[src/rtl/stream_rr_arbiter_pkg.sv]
// Shared types and the round-robin search used by the packet-aware stream arbiter.
package stream_arb_pkg;

  localparam int MAX_REQ = 16;
  localparam int IDX_W   = 4;

  typedef enum logic [0:0] {
    ARB_IDLE   = 1'b0,
    ARB_LOCKED = 1'b1
  } arb_state_e;

  typedef struct packed {
    logic             found;
    logic [IDX_W-1:0] idx;
  } pick_t;

  // Walk ptr, ptr+1, ... and wrap at num_req-1, not at a power of two.
  function automatic pick_t rr_pick(input logic [MAX_REQ-1:0] valid,
                                    input logic [IDX_W-1:0]   ptr,
                                    input int                 num_req);
    pick_t            res;
    logic [IDX_W-1:0] cand;
    res.found = 1'b0;
    res.idx   = {IDX_W{1'b0}};
    cand      = ptr;
    for (int i = 0; i < MAX_REQ; i++) begin
      if (i < num_req) begin
        if (!res.found && valid[cand]) begin
          res.found = 1'b1;
          res.idx   = cand;
        end else begin
          res.found = res.found;
        end
        if (int'(cand) == num_req - 1) begin
          cand = {IDX_W{1'b0}};
        end else begin
          cand = cand + IDX_W'(1);
        end
      end else begin
        cand = cand;
      end
    end
    return res;
  endfunction

endpackage

[src/rtl/stream_rr_arbiter_if.sv]
// Bundle of the requester-side and downstream ready/valid signals of the arbiter.
interface stream_rr_arbiter_if #(
  parameter int unsigned WIDTH   = 16,
  parameter int unsigned NUM_REQ = 4,
  parameter int unsigned PTR_W   = 2
);
  logic [NUM_REQ-1:0]       valid_i;
  logic [NUM_REQ*WIDTH-1:0] dat_i;
  logic [NUM_REQ-1:0]       eop_i;
  logic [NUM_REQ-1:0]       ready_i;
  logic                     valid_o;
  logic [WIDTH-1:0]         dat_o;
  logic                     eop_o;
  logic [PTR_W-1:0]         src_o;
  logic                     ready_o;
  logic [NUM_REQ-1:0]       gnt_o;

  modport slave (
    input  valid_i, dat_i, eop_i, ready_o,
    output ready_i, valid_o, dat_o, eop_o, src_o, gnt_o
  );

  modport master (
    output valid_i, dat_i, eop_i, ready_o,
    input  ready_i, valid_o, dat_o, eop_o, src_o, gnt_o
  );
endinterface

[src/rtl/stream_rr_arbiter_skid_stage.sv]
// Two-entry output skid buffer; stage_rdy is registered so upstream ready never sees ready_o.
module arb_skid_stage #(
  parameter int unsigned DW = 19
) (
  input  logic          clk,
  input  logic          arst_n,
  input  logic          in_vld_i,
  input  logic [DW-1:0] in_dat_i,
  output logic          stage_rdy_o,
  output logic          out_vld_o,
  output logic [DW-1:0] out_dat_o,
  input  logic          out_rdy_i
);

  logic          main_vld_q, main_vld_d, bak_vld_q, bak_vld_d, stage_rdy_q;
  logic [DW-1:0] main_q, main_d, bak_q, bak_d;

  // Next state of both entries; a full backup implies a full main and no new input.
  always_comb begin
    main_vld_d = main_vld_q;
    main_d     = main_q;
    bak_vld_d  = bak_vld_q;
    bak_d      = bak_q;
    if (bak_vld_q) begin
      if (out_rdy_i) begin
        main_d    = bak_q;
        bak_vld_d = 1'b0;
      end else begin
        bak_vld_d = 1'b1;
      end
    end else if (in_vld_i) begin
      if (!main_vld_q || out_rdy_i) begin
        main_vld_d = 1'b1;
        main_d     = in_dat_i;
      end else begin
        bak_vld_d = 1'b1;
        bak_d     = in_dat_i;
      end
    end else if (out_rdy_i) begin
      main_vld_d = 1'b0;
    end else begin
      main_vld_d = main_vld_q;
    end
  end

  // Entry registers and the registered backup-empty flag.
  always_ff @(posedge clk or negedge arst_n) begin
    if (!arst_n) begin
      main_vld_q  <= 1'b0;
      main_q      <= {DW{1'b0}};
      bak_vld_q   <= 1'b0;
      bak_q       <= {DW{1'b0}};
      stage_rdy_q <= 1'b1;
    end else begin
      main_vld_q  <= main_vld_d;
      main_q      <= main_d;
      bak_vld_q   <= bak_vld_d;
      bak_q       <= bak_d;
      stage_rdy_q <= !bak_vld_d;
    end
  end

  assign stage_rdy_o = stage_rdy_q;
  assign out_vld_o   = main_vld_q;
  assign out_dat_o   = main_q;

endmodule

[src/rtl/stream_rr_arbiter.sv]
// Packet-aware round-robin arbiter: a granted requester owns the output until its eop beat.
module stream_rr_arbiter
  import stream_arb_pkg::*;
#(
  parameter int unsigned WIDTH   = 16,
  parameter int unsigned NUM_REQ = 4,
  parameter int unsigned PTR_W   = 2
) (
  input logic                 clk,
  input logic                 arst_n,
  stream_rr_arbiter_if.slave  bus
);

  localparam int unsigned DW = WIDTH + PTR_W + 1;

  arb_state_e         state_q, state_d;
  logic [NUM_REQ-1:0] gnt_q, gnt_d, ready_s;
  logic [PTR_W-1:0]   gidx_q, gidx_d, ptr_q, ptr_d;
  logic [MAX_REQ-1:0] valid_ext_s;
  logic [IDX_W-1:0]   ptr_ext_s;
  pick_t              pick_s;
  logic               sel_vld_s, sel_eop_s, xfer_s, stage_rdy_s;
  logic [WIDTH-1:0]   sel_dat_s;
  logic [DW-1:0]      skid_dat_s;

  // Round-robin search over the live requests starting at ptr.
  always_comb begin
    valid_ext_s                = {MAX_REQ{1'b0}};
    valid_ext_s[NUM_REQ-1:0]   = bus.valid_i;
    ptr_ext_s                  = {IDX_W{1'b0}};
    ptr_ext_s[PTR_W-1:0]       = ptr_q;
    pick_s                     = rr_pick(valid_ext_s, ptr_ext_s, int'(NUM_REQ));
  end

  // One-hot grant mux and the per-requester accept, driven only from registers.
  always_comb begin
    sel_vld_s = 1'b0;
    sel_eop_s = 1'b0;
    sel_dat_s = {WIDTH{1'b0}};
    for (int k = 0; k < int'(NUM_REQ); k++) begin
      if (gnt_q[k]) begin
        sel_vld_s = sel_vld_s | bus.valid_i[k];
        sel_eop_s = sel_eop_s | bus.eop_i[k];
        sel_dat_s = sel_dat_s | bus.dat_i[k*WIDTH +: WIDTH];
      end else begin
        sel_vld_s = sel_vld_s;
      end
    end
    if ((state_q == ARB_LOCKED) && stage_rdy_s) begin
      ready_s = gnt_q;
    end else begin
      ready_s = {NUM_REQ{1'b0}};
    end
    xfer_s = sel_vld_s && (state_q == ARB_LOCKED) && stage_rdy_s;
  end

  // FSM state register together with grant, grant index and priority pointer.
  always_ff @(posedge clk or negedge arst_n) begin
    if (!arst_n) begin
      state_q <= ARB_IDLE;
      gnt_q   <= {NUM_REQ{1'b0}};
      gidx_q  <= {PTR_W{1'b0}};
      ptr_q   <= {PTR_W{1'b0}};
    end else begin
      state_q <= state_d;
      gnt_q   <= gnt_d;
      gidx_q  <= gidx_d;
      ptr_q   <= ptr_d;
    end
  end

  // Next-state logic.
  always_comb begin
    case (state_q)
      ARB_IDLE: begin
        if (pick_s.found) state_d = ARB_LOCKED;
        else              state_d = ARB_IDLE;
      end
      ARB_LOCKED: begin
        if (xfer_s && sel_eop_s) state_d = ARB_IDLE;
        else                     state_d = ARB_LOCKED;
      end
      default: state_d = ARB_IDLE;
    endcase
  end

  // Grant and pointer updates; the pointer wraps explicitly at NUM_REQ-1.
  always_comb begin
    gnt_d  = gnt_q;
    gidx_d = gidx_q;
    ptr_d  = ptr_q;
    case (state_q)
      ARB_IDLE: begin
        if (pick_s.found) begin
          gidx_d = pick_s.idx[PTR_W-1:0];
          for (int k = 0; k < int'(NUM_REQ); k++) begin
            gnt_d[k] = (pick_s.idx == IDX_W'(k));
          end
        end else begin
          gnt_d = {NUM_REQ{1'b0}};
        end
      end
      ARB_LOCKED: begin
        if (xfer_s && sel_eop_s) begin
          gnt_d = {NUM_REQ{1'b0}};
          if (gidx_q == PTR_W'(NUM_REQ - 1)) ptr_d = {PTR_W{1'b0}};
          else                               ptr_d = gidx_q + PTR_W'(1);
        end else begin
          gnt_d = gnt_q;
        end
      end
      default: gnt_d = {NUM_REQ{1'b0}};
    endcase
  end

  arb_skid_stage #(.DW(DW)) u_skid (
    .clk         (clk),
    .arst_n      (arst_n),
    .in_vld_i    (xfer_s),
    .in_dat_i    ({sel_eop_s, gidx_q, sel_dat_s}),
    .stage_rdy_o (stage_rdy_s),
    .out_vld_o   (bus.valid_o),
    .out_dat_o   (skid_dat_s),
    .out_rdy_i   (bus.ready_o)
  );

  assign {bus.eop_o, bus.src_o, bus.dat_o} = skid_dat_s;
  assign bus.ready_i = ready_s;
  assign bus.gnt_o   = gnt_q;

endmodule

[src/flat_wrapper.sv]
// flat-port wrapper written by rule: the top's interface ports become plain ports
module stream_rr_arbiter_flat import stream_arb_pkg::*;
#(
  parameter int unsigned WIDTH   = 16,
  parameter int unsigned NUM_REQ = 4,
  parameter int unsigned PTR_W   = 2
)
  (clk, arst_n, bus_valid_i, bus_dat_i, bus_eop_i, bus_ready_o, bus_ready_i, bus_valid_o, bus_dat_o, bus_eop_o, bus_src_o, bus_gnt_o);
  stream_rr_arbiter_if #(.WIDTH(WIDTH), .NUM_REQ(NUM_REQ), .PTR_W(PTR_W)) bus_i ();
  input logic clk;
  input logic arst_n;
  input wire logic [$bits(bus_i.valid_i)-1:0] bus_valid_i;
  input wire logic [$bits(bus_i.dat_i)-1:0] bus_dat_i;
  input wire logic [$bits(bus_i.eop_i)-1:0] bus_eop_i;
  input wire logic [$bits(bus_i.ready_o)-1:0] bus_ready_o;
  output wire logic [$bits(bus_i.ready_i)-1:0] bus_ready_i;
  output wire logic [$bits(bus_i.valid_o)-1:0] bus_valid_o;
  output wire logic [$bits(bus_i.dat_o)-1:0] bus_dat_o;
  output wire logic [$bits(bus_i.eop_o)-1:0] bus_eop_o;
  output wire logic [$bits(bus_i.src_o)-1:0] bus_src_o;
  output wire logic [$bits(bus_i.gnt_o)-1:0] bus_gnt_o;
  assign bus_i.valid_i = bus_valid_i;
  assign bus_i.dat_i = bus_dat_i;
  assign bus_i.eop_i = bus_eop_i;
  assign bus_i.ready_o = bus_ready_o;
  assign bus_ready_i = bus_i.ready_i;
  assign bus_valid_o = bus_i.valid_o;
  assign bus_dat_o = bus_i.dat_o;
  assign bus_eop_o = bus_i.eop_o;
  assign bus_src_o = bus_i.src_o;
  assign bus_gnt_o = bus_i.gnt_o;
  stream_rr_arbiter #(.WIDTH(WIDTH), .NUM_REQ(NUM_REQ), .PTR_W(PTR_W)) u_core (.clk(clk), .arst_n(arst_n), .bus(bus_i));
endmodule
[config.mk]
export PLATFORM = sky130hd
export DESIGN_NAME = stream_rr_arbiter_flat
export DESIGN_NICKNAME = d
export VERILOG_FILES = /design/src/rtl/stream_rr_arbiter_pkg.sv /design/src/rtl/stream_rr_arbiter_if.sv /design/src/rtl/stream_rr_arbiter_skid_stage.sv /design/src/rtl/stream_rr_arbiter.sv /design/src/flat_wrapper.sv
export SDC_FILE = /design/constraint.sdc
export NUM_CORES = 1
export LEC_CHECK = 0
export ABC_AREA = 1
export BUFFER_PORTS_ARGS = -buffer_cell sky130_fd_sc_hd__buf_2
export CAP_MARGIN = 20
export CORE_UTILIZATION = 50
export CTS_BUF_LIST = sky130_fd_sc_hd__clkbuf_16
export CTS_CLUSTER_SIZE = 30
export DETAILED_ROUTE_END_ITERATION = 16
export PLACE_DENSITY = 0.79
export SLEW_MARGIN = 10
export SYNTH_ARGS = -nofsm -noshare
export SYNTH_HDL_FRONTEND = slang
export SYNTH_HIERARCHICAL = 1
export SYNTH_SLANG_ARGS = --single-unit
[constraint.sdc]
create_clock -name clk -period 1.79 [get_ports clk]
set_input_delay 0.358 -clock clk [delete_from_list [all_inputs] [get_ports clk]]
set_output_delay 0.358 -clock clk [all_outputs]
set_load 0.005 [all_outputs]
* Yosys cells after proc, flatten, opt, wreduce, memory -nomap -nowiden
Cells that the tools add are included.
** Word-level totals
- Word-level logic and storage cells :: 111
- Input bits :: 75
- Bits in registers :: 50
** Cells by class
- Order comparisons :: 4
- Bitwise operators :: 12
- $add $sub $neg :: 4
- Eq/ne operators :: 10
- Mux-type cells :: 50
- Reduce and logical (&&, ||, !) cells :: 22
** Operator list (number)
- 2-to-1 mux 19 bit :: 4
- 2-to-1 mux 16 bit :: 4
- OR 16 bit :: 3
- 2-to-1 mux 4 bit :: 9
- 2-to-1 mux 1 bit :: 25
- less-than comparator 4 x 5 -> 1 bit, second input constant :: 3
- binary-select mux 1 bit (select 4 bit) :: 3
- AND reduction 3 bit :: 3
- adder 4 x 1 -> 4 bit, second input constant :: 2
- equality test 4 x 2 -> 1 bit, second input constant :: 2
- equality test 4 x 3 -> 1 bit, second input constant :: 2
- one-hot mux 4 bit (2 select lines) :: 1
- logical AND 1 bit :: 7
- != test 2 bit, second input constant :: 3
- OR 1 bit :: 6
- nonzero test 2 bit :: 3
- logical NOT 1 bit :: 5
- less-than comparator 2 x 5 -> 1 bit, second input constant :: 1
- equality test 4 x 1 -> 1 bit, second input constant :: 1
- logical NOT 4 bit :: 1
- 2-to-1 mux 2 bit :: 2
- AND reduction 2 bit :: 2
- adder 2 x 1 -> 3 bit, second input constant :: 1
- inverter 1 bit :: 3
- other kinds (6) :: 6

* Depth between registers and ports, before layout
- Word-level depth :: 15
- Gate-level depth with buffers :: 13
- Mapped depth without buffers :: 12

* By module
Netlist, hierarchy kept.
** By module, submodules not included
- arb_skid_stage :: instances 1, cells each 241, area an instance 1869.3 sq um, sequential area each 1027.2 sq um
- stream_rr_arbiter :: instances 1, cells each 215, area an instance 1244.9 sq um, sequential area each 225.2 sq um

* Least setup slack after synthesis
No wires, ideal clock.
- Kind :: flip-flop to flip-flop
- Start :: register u_core.gnt_q[1], in the netlist u_core/bus.gnt_o[1]
- End :: register u_core.u_skid.main_q[10], in the netlist u_core/u_skid/out_dat_o[10]
- Data required time :: 1.674 ns
- Data arrival time :: 1.549 ns
- Stages on the path, launching flop included :: 14
- Library setup time :: 0.116 ns
- Path slack :: 0.124 ns
- Cells stage by stage :: dfrtp_1 > buf_4 > inv_1 > o22ai_1 > a21oi_1 > o21ai_0 > inv_1 > nor2_1 > inv_1 > nand2_1 > buf_4 > buf_4 > nand3_1 > nand2_1
** On the way
- Cells in the longest elaborated chain, start to end :: 9
- Elaborated cells between the ends (all ways) :: 17
- Classes of those cells :: mux: 9; bitwise: 4; reduce/logical: 4
** Ends and longest elaborated chain
- start: declaration :: line stream_rr_arbiter.sv:17 : logic [NUM_REQ-1:0] gnt_q, gnt_d, ready_s;
- start signal: assignment :: line stream_rr_arbiter.sv:61 : gnt_q <= {NUM_REQ{1'b0}};
- start signal: assignment :: line stream_rr_arbiter.sv:66 : gnt_q <= gnt_d;
- 2-to-1 mux 1 bit * :: line stream_rr_arbiter.sv:41 : if (gnt_q[k]) begin
- OR 1 bit :: line stream_rr_arbiter.sv:42 : sel_vld_s = sel_vld_s | bus.valid_i[k];
- 2-to-1 mux 1 bit * :: line stream_rr_arbiter.sv:41
- OR 1 bit :: line stream_rr_arbiter.sv:42
- 2-to-1 mux 1 bit * :: line stream_rr_arbiter.sv:41
- logical AND 1 bit * (2 in series) :: line stream_rr_arbiter.sv:54 : xfer_s = sel_vld_s && (state_q == ARB_LOCKED) && stage_rdy_s;
- via u_core.xfer_s :: line stream_rr_arbiter.sv:22 : logic sel_vld_s, sel_eop_s, xfer_s, stage_rdy_s;
- nonzero test 2 bit (no line) *
- AND reduction 3 bit (no line) *
- end signal: assignment :: line stream_rr_arbiter_skid_stage.sv:50 : main_q <= {DW{1'b0}};
- end signal: assignment :: line stream_rr_arbiter_skid_stage.sv:56 : main_q <= main_d;
- end: declaration :: line stream_rr_arbiter_skid_stage.sv:16 : logic [DW-1:0] main_q, main_d, bak_q, bak_d;
The timed path passes the listed nets; every way through them passes the cells marked *. The select of a mux whose other input is x is not followed.
A chain may end at the register's enable or synchronous reset.

* Final worst setup path
- Start :: register u_core.ptr_q[0]
- End :: register u_core.gnt_q[1], in the netlist u_core/bus.gnt_o[1]
** On the way
- Cells in the longest elaborated chain, start to end :: 15
- Elaborated cells between the ends (all ways) :: 34
- Classes of those cells :: add/sub: 3; eq/ne: 4; mux: 21; reduce/logical: 6
** Ends and longest elaborated chain
- start: declaration :: line stream_rr_arbiter.sv:18 : logic [PTR_W-1:0] gidx_q, gidx_d, ptr_q, ptr_d;
- start signal: assignment :: line stream_rr_arbiter.sv:63 : ptr_q <= {PTR_W{1'b0}};
- start signal: assignment :: line stream_rr_arbiter.sv:68 : ptr_q <= ptr_d;
- parallel branches: the longest is 13 deep, another holds adder 4 x 1 -> 4 bit
- 2-to-1 mux 4 bit * :: line stream_rr_arbiter.sv:94 : if (pick_s.found) begin
- one-hot mux 4 bit (2 select lines) * :: line stream_rr_arbiter.sv:92 : case (state_q)
Mark *: on every way between the ends. The select of a mux whose other input is x is not followed.

==> run_results.csv <==
group,metric,value,unit
placement,place_area,3720,um^2
sta,fin_ws,0.130,ns
layout,utilization,0.658,
synth,syn_area,3110,um^2
synth,synth-edff-count,0,
sta,final.setup.tns,0,ns
worst_setup_path,start_kind,"register",
clock_tree,clockBufferDepth,2,
clock_tree,cts_tree,"built",
worst_setup_path,end_kind,"register",
layout,drive_gt1_frac,0.286,
power_and_ir_drop,power,6.69,mW
global_route,grt-ovfl-total,0,
layout,ff_latch_area,1250,um^2
sta,finalHoldViolCount,0,
route,firstDrtPassIters,5,
layout,final_area,3920,um^2
power_and_ir_drop,swShare,0.460,
synth,synth-seq-cells,50,
route,drc_errors,0,
layout,syn_to_final_growth,25.8,%
run,drv_cap,0,
sta,fin_crit_sh,0.928,
synth,postSynthAreaPerCell,6.83,um^2
synth,synthTopCellsByArea,"dfrtp_1, nand2_1, nand3_1, nand4_1, inv_1",
synth,netlist.area_leader.share,0.394,
synth,ys_seq_area_frac,0.402,
worst_hold_path,hold_path_class,"primary input to async pin",
clock_tree,clockRootBuffer,"clkbuf_16",
sta,fmax,602,MHz
layout,multiInputGateArea,1640,um^2
sta,fin_skew,0.00457,ns
sta,relSlewSlack,0.658,
clock_tree,clock-sinks,50,
worst_setup_path,crit_type,"register to register",
clock_tree,hold_buffers,0,
synth,synth_cells,456,
power_and_ir_drop,power_frac_comb,0.566,
worst_setup_path,cp_cell_sequence,"buf_4, inv_8, nand2_2, nand2_2, nand2_1, o21ai_1, nand3b_2, nand2_4, inv_2, nand3_1, nand2_1",
global_route,grt_pass1_wl,12800,um
synth,ys_types,29,
clock_tree,numCtsBuffers,5,
layout,nFillCells,538,
route,wirelength,8080,um
floorplanning,start_util,0.523,
power_and_ir_drop,pwr-share-seq,0.276,
placement,dp.cells,627,
sta,rsz0062_at_grt,"true",
placement,portBuffers,102,
synth,synth_nets,533,
placement,dp_hpwl,6060,um
floorplanning,die_area,6550,um^2
placement,place_ws,0.0414,ns
worst_setup_path,arrival,1.84,ns
route,ant_nets,0,
power_and_ir_drop,p_leak,2.27,nW
synth,yosysTopAreaCell,"dfrtp_1",
power_and_ir_drop,clkPwrFrac,0.159,
global_route,grt_pass1_vias,2741,
power_and_ir_drop,p_int,3.61,mW
floorplanning,die_w,80.9,um
synth,synthFlopType,"dfrtp_1",
floorplanning,std_cell_rows,28,
route,drt_iter0_markers,281,
route,viasPerCell,5.19,
sta,drv_slew,0,
synth,synth_common_cells,"nand2_1, nand3_1, dfrtp_1",
status,status,"finished, final reports clean",
clock_tree,cts_max_level,2,
clock_tree,insertion_delay,0.29,ns
global_route,grt_antenna_before_repair,0,
synth,yosys_warnings,6,
synth,synthMostInstantiatedCell,"nand2_1",
layout,fin_cells,635,
layout,n_antenna_cell,0,
route,wl_per_cell,12.7,um
worst_setup_path,crit_fanout,8,
global_route,grt_usage,0.254,
synth,synthArstFlopShare,1.00,
worst_setup_path,slowest_stage,"dfrtp_1",
route,vias,3295,
sta,tightest_slew,0.513,ns
sta,holdWs,0.0336,ns
floorplanning,pin_count,103,
clock_tree,clk_pin_slew_worst_paths,0.07,ns
power_and_ir_drop,max-vdd-ir-drop,1.08,mV
layout,final_net_count,636,
floorplanning,die_h,80.9,um
floorplanning,coreArea,5960,um^2
placement,place_congestion,0.849,
worst_setup_path,cp.required,1.97,ns
sta,setup_viol_count_final,0,
worst_setup_path,critical_path.max_stage_delay,0.41,ns
global_route,grt_max_degree,22,
power_and_ir_drop,p_switching,3.08,mW
power_and_ir_drop,power-per-cell-area,1710,nW/um^2
sta,fin_crit,1.66,ns
-- logic make-up after synthesis --
group / Yosys count / synth area share
compound gates: 13 / 0.0225
simple gates: 343 / 0.491
flops: 50 / 0.402
fa+ha+maj: 2 / 0.00803
buf+inv: 48 / 0.0767
-- power groups by stage --
stage               logic, mW  registers (mW)  clock network (mW)
global route             4.28            1.90                1.13
global placement         3.59            1.84                   0
detailed placement       3.67            1.85                   0
CTS                      3.68            1.83                1.08
finish                   3.78            1.85                1.06
floorplan                2.69            1.82                   0
-- layout make-up --
class | count | area share
Sequential cell | 50 | 0.320
Clock buffer | 5 | 0.0319
Inverter | 24 | 0.0249
Multi-Input combinational cell | 358 | 0.419
Timing Repair Buffer | 120 | 0.170
Tap cell | 75 | 0.0239
Clock inverter | 3 | 0.0105
-- cells in the final DEF (no fill, tap or decap) --
| cell | netlist | final |
|---|---|---|
| buf_12 | 0 | 1 |
| ha_4 | 0 | 1 |
| buf_6 | 2 | 2 |
| inv_8 | 1 | 1 |
| nand3_4 | 1 | 1 |
| clkbuf_16 | 0 | 5 |
| inv_2 | 3 | 4 |
| nand2_2 | 9 | 8 |
| nand4_1 | 18 | 18 |
| or2_2 | 1 | 1 |
| nand3_1 | 54 | 54 |
| nor2_8 | 1 | 1 |
| o21ai_2 | 1 | 1 |
| nand3_2 | 1 | 1 |
| buf_2 | 11 | 102 |
| bufinv_16 | 0 | 1 |
| nand3b_1 | 1 | 1 |
| o22ai_1 | 1 | 1 |
| a21oi_1 | 2 | 2 |
| o21ai_1 | 4 | 4 |
| inv_1 | 20 | 20 |
| clkinvlp_4 | 0 | 1 |
| buf_4 | 6 | 15 |
| nand3b_2 | 2 | 2 |
| dfstp_2 | 1 | 1 |
| dfrtp_1 | 49 | 49 |
| nand2_4 | 5 | 6 |
| nor2_1 | 9 | 8 |
| ha_1 | 2 | 1 |
| o21ai_0 | 5 | 5 |
| nand2_1 | 237 | 237 |
| nor2_2 | 4 | 5 |
-- critical path, delay by kind of cell, from the launching register on --
kind            cells  cell delay [ns]
compound gates      1             0.11
simple gates        7             0.70
flops               1             0.41
buf+inv             3             0.32
-- worst paths after layout --
check                           slack (ns)                        from  cells past startpoint                     endpoint
worst min register to register        0.46  u_core/u_skid/out_dat_o[4]                      2   u_core/u_skid/out_dat_o[4]
min in group clk                      0.29                 bus_ready_o                      2      u_core/u_skid/bak_vld_q
max in group asynchronous             1.21                      arst_n                      2  u_core/u_skid/out_dat_o[17]
worst max register to register        0.13             u_core/ptr_q[0]                     11          u_core/bus.gnt_o[1]
worst max-delay path                  0.13             u_core/ptr_q[0]                     11          u_core/bus.gnt_o[1]
worst min-delay path                  0.03                      arst_n                      1  u_core/u_skid/out_dat_o[12]
-- sequential cells by signal (all words and copies together) (netlist names) --
register	cells
u_core/state_q	1
u_core/u_skid/bak_q	19
u_core/u_skid/bak_vld_q	1
u_core/u_skid/out_vld_o	1
u_core/ptr_q	2
u_core/u_skid/stage_rdy_o	1
u_core/gidx_q	2
u_core/bus.gnt_o	4
u_core/u_skid/out_dat_o	19
-- what timing repair did --
item	in CTS	in global routing
setup endpoints to repair	0	34
setup buffers	0	0
resized for setup	0	6
hold endpoints to repair	0	0
-- layer usage --
| metal | wire length, um | GRT usage |
|---|---|---|
| met5 | 0 | 0 |
| met4 | 119 | 0.0696 |
| met3 | 389 | 0.0404 |
| met2 | 4100 | 0.420 |
| met1 | 3470 | 0.343 |
Note: power is estimated with default switching activity, not from simulation.
